## src/rtl/drive_z_corr_table_loader_if.sv

```systemverilog
// Host-stream and table-write signal bundle for drive_z_corr_table_loader.
// The loader connects through the slave modport; the host/table side uses master.
interface drive_z_corr_table_loader_if #(
    parameter int NUM_BANK   = 2,
    parameter int ADDR_WIDTH = 1,
    parameter int DATA_WIDTH = 16,
    parameter int IN_WIDTH   = 4
);
    logic                  start;
    logic                  in_valid;
    logic [IN_WIDTH-1:0]   in_data;
    logic                  in_ready;
    logic [NUM_BANK-1:0]   z_corr_memory_wr_sel;
    logic                  z_corr_memory_wr_en;
    logic [ADDR_WIDTH-1:0] z_corr_memory_wr_addr;
    logic [DATA_WIDTH-1:0] z_corr_memory_wr_data;
    logic                  busy;
    logic                  done;

    modport master (
        output start, in_valid, in_data,
        input  in_ready, z_corr_memory_wr_sel, z_corr_memory_wr_en,
        input  z_corr_memory_wr_addr, z_corr_memory_wr_data, busy, done
    );

    modport slave (
        input  start, in_valid, in_data,
        output in_ready, z_corr_memory_wr_sel, z_corr_memory_wr_en,
        output z_corr_memory_wr_addr, z_corr_memory_wr_data, busy, done
    );
endinterface

```

## src/rtl/drive_z_corr_table_loader.sv

```systemverilog
// Packs narrow host beats into z-correction table words and writes every entry of
// every bank in bank-major order; all outputs come straight from flops.
module drive_z_corr_table_loader #(
    parameter int NUM_BANK                  = 2,
    parameter int NUM_QUBIT_PER_BANK        = 2,
    parameter int QUBIT_ADDR_WIDTH_PER_BANK = 1,
    parameter int Z_CORR_WIDTH              = 4,
    parameter int IN_WIDTH                  = 4
) (
    input  logic                         clk,
    input  logic                         rst,
    drive_z_corr_table_loader_if.slave   bus_if
);
    localparam int NUM_ENTRY  = NUM_QUBIT_PER_BANK;
    localparam int ADDR_WIDTH = QUBIT_ADDR_WIDTH_PER_BANK;
    localparam int DATA_WIDTH = Z_CORR_WIDTH * NUM_QUBIT_PER_BANK * NUM_BANK;
    localparam int BEATS      = DATA_WIDTH / IN_WIDTH;
    localparam int BEAT_W     = (BEATS > 1) ? $clog2(BEATS) : 1;
    localparam int BANK_W     = (NUM_BANK > 1) ? $clog2(NUM_BANK) : 1;

    typedef enum logic [1:0] {
        ST_IDLE,
        ST_COLLECT,
        ST_WRITE,
        ST_DONE
    } state_t;

    state_t                state_q, state_d;
    logic [BEAT_W-1:0]     beat_cnt_q, beat_cnt_d;
    logic [ADDR_WIDTH-1:0] entry_idx_q, entry_idx_d;
    logic [BANK_W-1:0]     bank_idx_q, bank_idx_d;
    logic [DATA_WIDTH-1:0] word_q, word_d;

    logic                  in_ready_q, in_ready_d;
    logic                  busy_q, busy_d;
    logic                  done_q, done_d;
    logic                  wr_en_q, wr_en_d;
    logic [NUM_BANK-1:0]   wr_sel_q, wr_sel_d;
    logic [ADDR_WIDTH-1:0] wr_addr_q, wr_addr_d;
    logic [DATA_WIDTH-1:0] wr_data_q, wr_data_d;

    logic beat_fire;
    logic last_beat;
    logic last_entry;
    logic last_bank;

    // in_ready_q is only ever set for COLLECT, so it already qualifies the handshake.
    assign beat_fire  = (state_q == ST_COLLECT) && bus_if.in_valid && in_ready_q;
    assign last_beat  = (beat_cnt_q == BEAT_W'(BEATS - 1));
    assign last_entry = (entry_idx_q == ADDR_WIDTH'(NUM_ENTRY - 1));
    assign last_bank  = (bank_idx_q == BANK_W'(NUM_BANK - 1));

    // Outputs are computed for the state being entered, so they line up with it once registered.
    always_comb begin
        // NOTE: every signal gets a default before the case so no path can infer a latch.
        state_d     = state_q;
        beat_cnt_d  = beat_cnt_q;
        entry_idx_d = entry_idx_q;
        bank_idx_d  = bank_idx_q;
        word_d      = word_q;
        in_ready_d  = 1'b0;
        busy_d      = 1'b0;
        done_d      = 1'b0;
        wr_en_d     = 1'b0;
        wr_sel_d    = '0;
        wr_addr_d   = '0;
        wr_data_d   = '0;

        case (state_q)
            ST_IDLE: begin
                if (bus_if.start) begin
                    state_d     = ST_COLLECT;
                    beat_cnt_d  = '0;
                    entry_idx_d = '0;
                    bank_idx_d  = '0;
                    word_d      = '0;
                    in_ready_d  = 1'b1;
                    busy_d      = 1'b1;
                end
            end

            ST_COLLECT: begin
                busy_d     = 1'b1;
                in_ready_d = 1'b1;
                if (beat_fire) begin
                    word_d[int'(beat_cnt_q) * IN_WIDTH +: IN_WIDTH] = bus_if.in_data;
                    if (last_beat) begin
                        state_d    = ST_WRITE;
                        beat_cnt_d = '0;
                        in_ready_d = 1'b0;
                        wr_en_d    = 1'b1;
                        wr_sel_d   = NUM_BANK'(1) << bank_idx_q;
                        wr_addr_d  = entry_idx_q;
                        wr_data_d  = word_d;
                    end else begin
                        beat_cnt_d = beat_cnt_q + 1'b1;
                    end
                end
            end

            ST_WRITE: begin
                busy_d = 1'b1;
                word_d = '0;
                if (last_entry && last_bank) begin
                    state_d = ST_DONE;
                    done_d  = 1'b1;
                end else begin
                    state_d    = ST_COLLECT;
                    in_ready_d = 1'b1;
                    if (last_entry) begin
                        entry_idx_d = '0;
                        bank_idx_d  = bank_idx_q + 1'b1;
                    end else begin
                        entry_idx_d = entry_idx_q + 1'b1;
                    end
                end
            end

            ST_DONE: begin
                state_d = ST_IDLE;
            end

            default: begin
                state_d = ST_IDLE;
            end
        endcase
    end

    // NOTE: sequential state uses non-blocking assignments so every flop samples pre-edge values.
    always_ff @(posedge clk or negedge rst) begin
        if (!rst) begin
            state_q     <= ST_IDLE;
            beat_cnt_q  <= '0;
            entry_idx_q <= '0;
            bank_idx_q  <= '0;
            word_q      <= '0;
            in_ready_q  <= 1'b0;
            busy_q      <= 1'b0;
            done_q      <= 1'b0;
            wr_en_q     <= 1'b0;
            wr_sel_q    <= '0;
            wr_addr_q   <= '0;
            wr_data_q   <= '0;
        end else begin
            state_q     <= state_d;
            beat_cnt_q  <= beat_cnt_d;
            entry_idx_q <= entry_idx_d;
            bank_idx_q  <= bank_idx_d;
            word_q      <= word_d;
            in_ready_q  <= in_ready_d;
            busy_q      <= busy_d;
            done_q      <= done_d;
            wr_en_q     <= wr_en_d;
            wr_sel_q    <= wr_sel_d;
            wr_addr_q   <= wr_addr_d;
            wr_data_q   <= wr_data_d;
        end
    end

    assign bus_if.in_ready              = in_ready_q;
    assign bus_if.busy                  = busy_q;
    assign bus_if.done                  = done_q;
    assign bus_if.z_corr_memory_wr_en   = wr_en_q;
    assign bus_if.z_corr_memory_wr_sel  = wr_sel_q;
    assign bus_if.z_corr_memory_wr_addr = wr_addr_q;
    assign bus_if.z_corr_memory_wr_data = wr_data_q;
endmodule

```

## src/flat_wrapper.sv

```systemverilog
// flat-port wrapper written by rule: the top's interface ports become plain ports
module drive_z_corr_table_loader_flat 
#(
    parameter int NUM_BANK                  = 2,
    parameter int NUM_QUBIT_PER_BANK        = 2,
    parameter int QUBIT_ADDR_WIDTH_PER_BANK = 1,
    parameter int Z_CORR_WIDTH              = 4,
    parameter int IN_WIDTH                  = 4
)
  (clk, rst, bus_if_start, bus_if_in_valid, bus_if_in_data, bus_if_in_ready, bus_if_z_corr_memory_wr_sel, bus_if_z_corr_memory_wr_en, bus_if_z_corr_memory_wr_addr, bus_if_z_corr_memory_wr_data, bus_if_busy, bus_if_done);
  drive_z_corr_table_loader_if #(.NUM_BANK(NUM_BANK), .ADDR_WIDTH((1)), .DATA_WIDTH((16)), .IN_WIDTH(IN_WIDTH)) bus_if_i ();
  input  logic clk;
  input  logic rst;
  input wire logic [$bits(bus_if_i.start)-1:0] bus_if_start;
  input wire logic [$bits(bus_if_i.in_valid)-1:0] bus_if_in_valid;
  input wire logic [$bits(bus_if_i.in_data)-1:0] bus_if_in_data;
  output wire logic [$bits(bus_if_i.in_ready)-1:0] bus_if_in_ready;
  output wire logic [$bits(bus_if_i.z_corr_memory_wr_sel)-1:0] bus_if_z_corr_memory_wr_sel;
  output wire logic [$bits(bus_if_i.z_corr_memory_wr_en)-1:0] bus_if_z_corr_memory_wr_en;
  output wire logic [$bits(bus_if_i.z_corr_memory_wr_addr)-1:0] bus_if_z_corr_memory_wr_addr;
  output wire logic [$bits(bus_if_i.z_corr_memory_wr_data)-1:0] bus_if_z_corr_memory_wr_data;
  output wire logic [$bits(bus_if_i.busy)-1:0] bus_if_busy;
  output wire logic [$bits(bus_if_i.done)-1:0] bus_if_done;
  assign bus_if_i.start = bus_if_start;
  assign bus_if_i.in_valid = bus_if_in_valid;
  assign bus_if_i.in_data = bus_if_in_data;
  assign bus_if_in_ready = bus_if_i.in_ready;
  assign bus_if_z_corr_memory_wr_sel = bus_if_i.z_corr_memory_wr_sel;
  assign bus_if_z_corr_memory_wr_en = bus_if_i.z_corr_memory_wr_en;
  assign bus_if_z_corr_memory_wr_addr = bus_if_i.z_corr_memory_wr_addr;
  assign bus_if_z_corr_memory_wr_data = bus_if_i.z_corr_memory_wr_data;
  assign bus_if_busy = bus_if_i.busy;
  assign bus_if_done = bus_if_i.done;
  drive_z_corr_table_loader #(.NUM_BANK(NUM_BANK), .NUM_QUBIT_PER_BANK(NUM_QUBIT_PER_BANK), .QUBIT_ADDR_WIDTH_PER_BANK(QUBIT_ADDR_WIDTH_PER_BANK), .Z_CORR_WIDTH(Z_CORR_WIDTH), .IN_WIDTH(IN_WIDTH)) u_core (.clk(clk), .rst(rst), .bus_if(bus_if_i));
endmodule
```

## config.mk

```make
export PLATFORM = sky130hd
export DESIGN_NAME = drive_z_corr_table_loader_flat
export DESIGN_NICKNAME = d
export VERILOG_FILES = /design/src/rtl/drive_z_corr_table_loader_if.sv /design/src/rtl/drive_z_corr_table_loader.sv /design/src/flat_wrapper.sv
export SDC_FILE = /design/constraint.sdc
export NUM_CORES = 1
export LEC_CHECK = 0
export ABC_AREA = 1
export BUFFER_PORTS_ARGS = -buffer_cell sky130_fd_sc_hd__clkbuf_2
export CORE_MARGIN = 5
export CORE_UTILIZATION = 35
export CTS_CLUSTER_SIZE = 25
export DETAILED_ROUTE_END_ITERATION = 12
export PLACE_DENSITY = 0.61
export SETUP_SLACK_MARGIN = 0.15
export SLEW_MARGIN = 20
export SYNTH_ARGS = -nofsm -noshare
export SYNTH_HDL_FRONTEND = slang
export SYNTH_SLANG_ARGS = --single-unit
```

## constraint.sdc

```tcl
create_clock -name clk -period 1.3 [get_ports clk]
set_input_delay 0.065 -clock clk [delete_from_list [all_inputs] [get_ports clk]]
set_output_delay 0.065 -clock clk [all_outputs]
set_load 0.1 [all_outputs]
```

==> results of run 1 <==
-- metal layers --
metal,vias up,share of wire (%)
met4,0,2.6
met2,32,49
li1,791,-
met3,8,4.1
met5,-,0
met1,726,44
-- worst min-delay path, stage by stage --
cell	delay (ps)
clkbuf_2	120
nand2_1	70
nor2_1	30
-- cells by family after synthesis --
| group | synth area share (%) |
|---|---|
| simple gates | 23.65 |
| flops | 54.48 |
| buf+inv | 7.376 |
| compound gates | 8.505 |
| fa+ha+maj | 5.980 |
-- timing repair --
| item | in CTS | in global routing |
|---|---|---|
| hold buffers | 1 | 0 |
| endpoints found under the hold margin | 41 | 0 |
| endpoints found under the setup margin | 45 | 55 |
| cloned | 1 | 0 |
| pin swaps | 19 | 16 |
| gates resized for setup | 58 | 35 |
| buffers inserted | 8 | 5 |
-- sequential cells by signal, summed over array words and instances, names as in the netlist, 2 cells and up --
| register | cells |
|---|---|
| u_core.bus_if.z_corr_memory_wr_data | 16 |
| u_core.beat_cnt_q | 2 |
| u_core.state_q | 2 |
| u_core.word_q | 12 |
| u_core.bus_if.z_corr_memory_wr_sel | 2 |
-- cell type report --
cell class,instances,area (sq um),share of cell area [%]
clock inverter,1,7.507,0.2650
timing repair buffer,63,478.0,16.87
inverter,29,123.9,4.373
clock buffer,6,82.58,2.915
sequential,41,1031,36.40
tap,70,87.58,3.092
multi-input combinational,139,1022,36.09
-- stage by stage --
step                      utilization, %  cell area (sq um)  hold WS [ps]
after global placement             45.02               2328        -137.4
final                              54.77               2833         19.76
after CTS                          52.37               2709         15.41
after detailed placement           45.02               2328        -137.3
after global routing               54.77               2833         25.79
after floorplan                        -               1979        -230.6
-- power breakdown --
part / internal, mW / switching, mW
logic: 1.67 / 2.21
registers: 1.48 / 0.172
clock network: 0.420 / 0.439
-- worst paths after layout --
check | to | cells after the start
max in group asynchronous | u_core.bus_if.z_corr_memory_wr_data[5] | 3
worst min register to register | u_core.word_q[8] | 2
min in group asynchronous | u_core.state_q[1] | 2
worst max register to register | u_core.word_q[6] | 9
worst min-delay path | u_core.bus_if.z_corr_memory_wr_data[14] | 3
worst max-delay path | u_core.word_q[6] | 9
-- Yosys cell counts, drive strengths merged --
library cell  instances  share of area [%]
o21ai                14                3.7
a21oi                 8                2.1
a31oi                 1               0.33
nand3                 9                2.9
nand2                72                 15
inv                  29                5.8
nor2                 16                4.1
buf                   3                1.6
dfrtp                41                 54
o21bai                1                1.0
and2                  4                1.3
ha                    9                6.0
o22ai                 4                1.3
==> summary.md, run 1 <==
| Metric | Value |
|---|---|
| Setup TNS | `-1364 ps` |
| Hold WC Path Type | `in2reg` |
| Beginning of the worst hold path | `bus_if_in_data[2]` |
| Largest net degree at the start of global routing | `22` |
| Synthesized area | `1883 sq um` |
| Crit path capture type | `flip-flop` |
| Worst setup path startpoint | `u_core.beat_cnt_q[0]` |
| Worst Setup Start Kind | `flip-flop` |
| GP Congestion | `0.8206` |
| Worst relative slew slack | `67.78%` |
| Crit-path cells | `buf_4, buf_4, ha_1, nand2_1, inv_2, nand3_1, nand2_1, nand2_1, nand2_1` |
| Total CTS buffers | `5` |
| DR vias | `1557` |
| Initial antenna violation count | `0` |
| Fin cells | `349` |
| # rows | `26` |
| Remaining Overflow, GRT | `0` |
| Initial Util | `36.41%` |
| CTS root buf | `clkbuf_8` |
| Die ar. | `6947 sq um` |
| GR peak layer | `met2` |
| Final Hold Fails | `0` |
| Clk_skew | `2.562 ps` |
| Clk sinks | `41` |
| Drt initial violations | `48` |
| Tot Pwr | `6.381 mW` |
| Max incr delay on CP | `410 ps` |
| Cell seen most often among critical-path stages | `nand2_1` |
| DP Worst Slack | `-113.3 ps` |
| Max_cap viols | `0` |
| Max Slew Vio Count | `0` |
| Worst-margin pin slew | `486.6 ps` |
| Worst-case vdd ir drop | `1.129 mV` |
| Yosys warning count | `0` |
| Final setup fails | `30` |
| Placed Cells | `327` |
| Syn nets | `228` |
| M1 GR Usage | `15.49%` |
| Crit-path slowest cell | `dfrtp_1` |
| Ratio of final minimum period to clock period | `107.0%` |
| Die Width | `83.35 microns` |
| First-pass GRT wire length | `7334 microns` |
| Status | `complete, but fails checks` |
| Met2 Usage GRT | `22.45%` |
| Die H | `83.35 microns` |
| Crit path kind | `reg2reg` |
| Fmax | `719.0 MHz` |
| Failing checks | `negative setup slack` |
| Final min period | `1391 ps` |
| Library cells used by synthesis | `21` |
| Final WS setup | `-90.77 ps` |
| Clock Path Buffers | `2` |
| Sequential fraction of the synthesis area | `54.49%` |
| CTS H-tree lvls | `2` |
| Clk pin slew, worst setup/hold paths | `80 ps` |
| Total Routing Usage GR | `13.29%` |
| Most common cell after layout, fill and taps aside | `nand2_1` |
| Critical Path AT | `1580 ps` |
| Final HPWL DP | `2902 microns` |
| Req. time, crit path | `1490 ps` |
| RSZ-0062 raised after global routing | `yes` |
| Vias per cell | `4.461` |
| Flop-to-flop setup slack | `-90 ps` |
| CP delay by family, top | `flip-flops` |
| Cells after Synth | `211` |
| Flip-flop and latch count after synthesis | `41` |
| RR Startpoint | `u_core.beat_cnt_q[0]` |
| Core area | `5172 sq um` |
| Mean area per synthesized cell | `8.924 sq um` |
| WL final | `4450 microns` |
| Total I/O pin count | `31` |
| Pwr Density | `2253 nW/um^2` |
| Final-stage net count | `296` |
| Residual DRC | `0` |
| CP Max Fanout | `4` |
| CTS tree | `built` |
| Most frequent cells in the layout | `nand2_1, dfrtp_1, buf_4` |
| P&R area growth vs syn | `50.43%` |
| Number of diodes | `0` |
| M3 GR Usage | `3.564%` |
| DRT antenna net count | `0` |
| Vias in the first global route | `1578` |
| WL/cell | `12.75 microns` |
| Worst skew pair latency | `300 ps` |
| Lkg Pwr | `1.408 nW` |
| IO buf count | `30` |
| First-pass detailed-route iteration total | `4` |
| # fillers | `455` |
| Fraction of layout cells with a size suffix above 1 | `48.39%` |
| WP buf/inv | `3` |
No activity file was read; power rests on OpenSTA's default activity.
==> run 2, diff against run 1 <==
- ABC_CLOCK_PERIOD_IN_PS: unset -> 1300
- CAP_MARGIN: unset -> 20
- SKIP_CTS_REPAIR_TIMING: unset -> 1
==> summary.md, run 2 (synthesized netlist as in run 1, its figures left out) <==
| Metric | Value |
|---|---|
| First-pass GRT wire length | `6320 microns (-14%)` |
| First-pass detailed-route iteration total | `4 (unchanged)` |
| Worst relative slew slack | `67.65% (-0.14 points)` |
| Worst skew pair latency | `290 ps (about the same)` |
| Clk_skew | `2.984 ps (+0.4216 ps)` |
| Placed Cells | `327 (unchanged)` |
| WL/cell | `11.79 microns (-7.5%)` |
| Setup TNS | `-1371 ps (-6.880 ps)` |
| Tot Pwr | `5.487 mW (-14%)` |
| # rows | `26 (unchanged)` |
| Status | `complete, but fails checks` |
| Fraction of layout cells with a size suffix above 1 | `39.78% (-8.6 points)` |
| Post-route cell area | `2603 sq um (-8.1%)` |
| CTS tree | `built` |
| Clk pin slew, worst setup/hold paths | `70 ps (about the same)` |
| Area of placed instances | `2328 sq um (unchanged)` |
| Flop-to-flop setup slack | `-110 ps (-20 ps)` |
| Residual DRC | `0 (unchanged)` |
| Die ar. | `6947 sq um (unchanged)` |
| Final Hold Fails | `0 (unchanged)` |
| Fin cells | `339 (-2.9%)` |
| Final WS setup | `-113.1 ps (-22.31 ps)` |
| Initial antenna violation count | `0 (unchanged)` |
| Worst-case vdd ir drop | `1.091 mV (-3.4%)` |
| Total CTS buffers | `5 (unchanged)` |
| Crit path capture type | `flip-flop` |
| Final min period | `1413 ps (+22.31 ps)` |
| Worst-margin pin slew | `488.7 ps (+2.044 ps)` |
| Total Routing Usage GR | `11.42% (-1.9 points)` |
| Crit path kind | `reg2reg` |
| CTS root buf | `clkbuf_8` |
| DR vias | `1500 (-3.7%)` |
| Remaining Overflow, GRT | `0 (unchanged)` |
| Core area | `5172 sq um (unchanged)` |
| Max reg flops | `16 (unchanged)` |
| Final HPWL DP | `2902 microns (unchanged)` |
| DRT antenna net count | `0 (unchanged)` |
| Vias in the first global route | `1401 (-11%)` |
| Sequential Area | `1031 sq um (unchanged)` |
| Hold WC Path Type | `in2reg` |
| Die H | `83.35 microns (unchanged)` |
| Clock Path Buffers | `2 (unchanged)` |
| Fmax | `707.7 MHz (-1.6%)` |
| Clk sinks | `41 (unchanged)` |
| Vias per cell | `4.425 (-0.82%)` |
| Max Slew Vio Count | `0 (unchanged)` |
| WL final | `3998 microns (-10%)` |
| Req. time, crit path | `1490 ps (about the same)` |
| Drt initial violations | `47 (-2.1%)` |
| CP Max Fanout | `4 (unchanged)` |
| Most common cell after layout, fill and taps aside | `nand2_1` |
| # fillers | `485 (+6.6%)` |
| Final Core Density | `50.31% (-4.5 points)` |
| Final setup fails | `26 (-13%)` |
| Failing checks | `negative setup slack` |
| WHS | `14.27 ps (-5.489 ps)` |
| GP Congestion | `0.8206 (unchanged)` |
| Critical Path AT | `1600 ps (+20 ps)` |
| Ratio of final minimum period to clock period | `108.7% (+1.7 points)` |
| Worst Setup Start Kind | `flip-flop` |
| Total I/O pin count | `31 (unchanged)` |
| Pwr Density | `2108 nW/um^2 (-6.4%)` |
| Area of the multi-input gates | `912.1 sq um (-11%)` |
| RSZ-0062 raised after global routing | `yes` |
| DP Worst Slack | `-113.3 ps (unchanged)` |
| Lkg Pwr | `1.335 nW (-5.2%)` |
| Final-stage net count | `286 (-3.4%)` |
| Most frequent cells in the layout | `nand2_1, dfrtp_1, buf_2` |
| CTS H-tree lvls | `2 (unchanged)` |
| Max_cap viols | `0 (unchanged)` |
| Die Width | `83.35 microns (unchanged)` |
| IO buf count | `30 (unchanged)` |
| Number of diodes | `0 (unchanged)` |
| P&R area growth vs syn | `38.21%` |
| Initial Util | `36.41% (unchanged)` |
| Largest net degree at the start of global routing | `22 (unchanged)` |
==> run 2: final timing paths <==
path,depth (start not counted),startpoint,end
max in group asynchronous,3,rst,u_core.bus_if.z_corr_memory_wr_data[3]
setup / recovery,9,u_core.beat_cnt_q[0],u_core.word_q[5]
min in group asynchronous,2,rst,u_core.state_q[1]
hold reg to reg,1,u_core.bank_idx_q,u_core.bus_if.z_corr_memory_wr_sel[0]
setup reg to reg,9,u_core.beat_cnt_q[0],u_core.word_q[5]
hold / removal,3,bus_if_in_data[2],u_core.bus_if.z_corr_memory_wr_data[14]
==> run 2: where the power goes <==
group	internal, mW	switching (mW)	total, mW
Clock	0.419	0.425	0.845
Sequential	1.48	0.143	1.62
Combinational	1.19	1.83	3.02
Total	3.09	2.40	5.49
==> run 2: layout make-up <==
type	count	area share, %
Sequential cell	41	39.62
Multi-Input combinational cell	138	35.05
Timing Repair Buffer	54	13.85
Inverter	29	4.663
Tap cell	70	3.365
Clock buffer	6	3.173
Clock inverter	1	0.2885
==> run 2: routing by layer <==
layer | vias to the layer above | GRT usage, % | share of wire (%)
li1 | 768 | - | -
met1 | 687 | 14.20 | 44
met4 | 0 | 6.241 | 2.9
met5 | - | 0 | 0
met3 | 10 | 3.465 | 4.9
met2 | 35 | 17.64 | 48
==> run 2: critical path, cell delays in order, from the launching register on <==
cell     delay [ps]
dfrtp_1         420
buf_4           140
buf_4           130
ha_1            200
nand2_1          60
inv_1            60
nand3_1         120
nand2_1          70
nand2_1          60
nand2_1          50
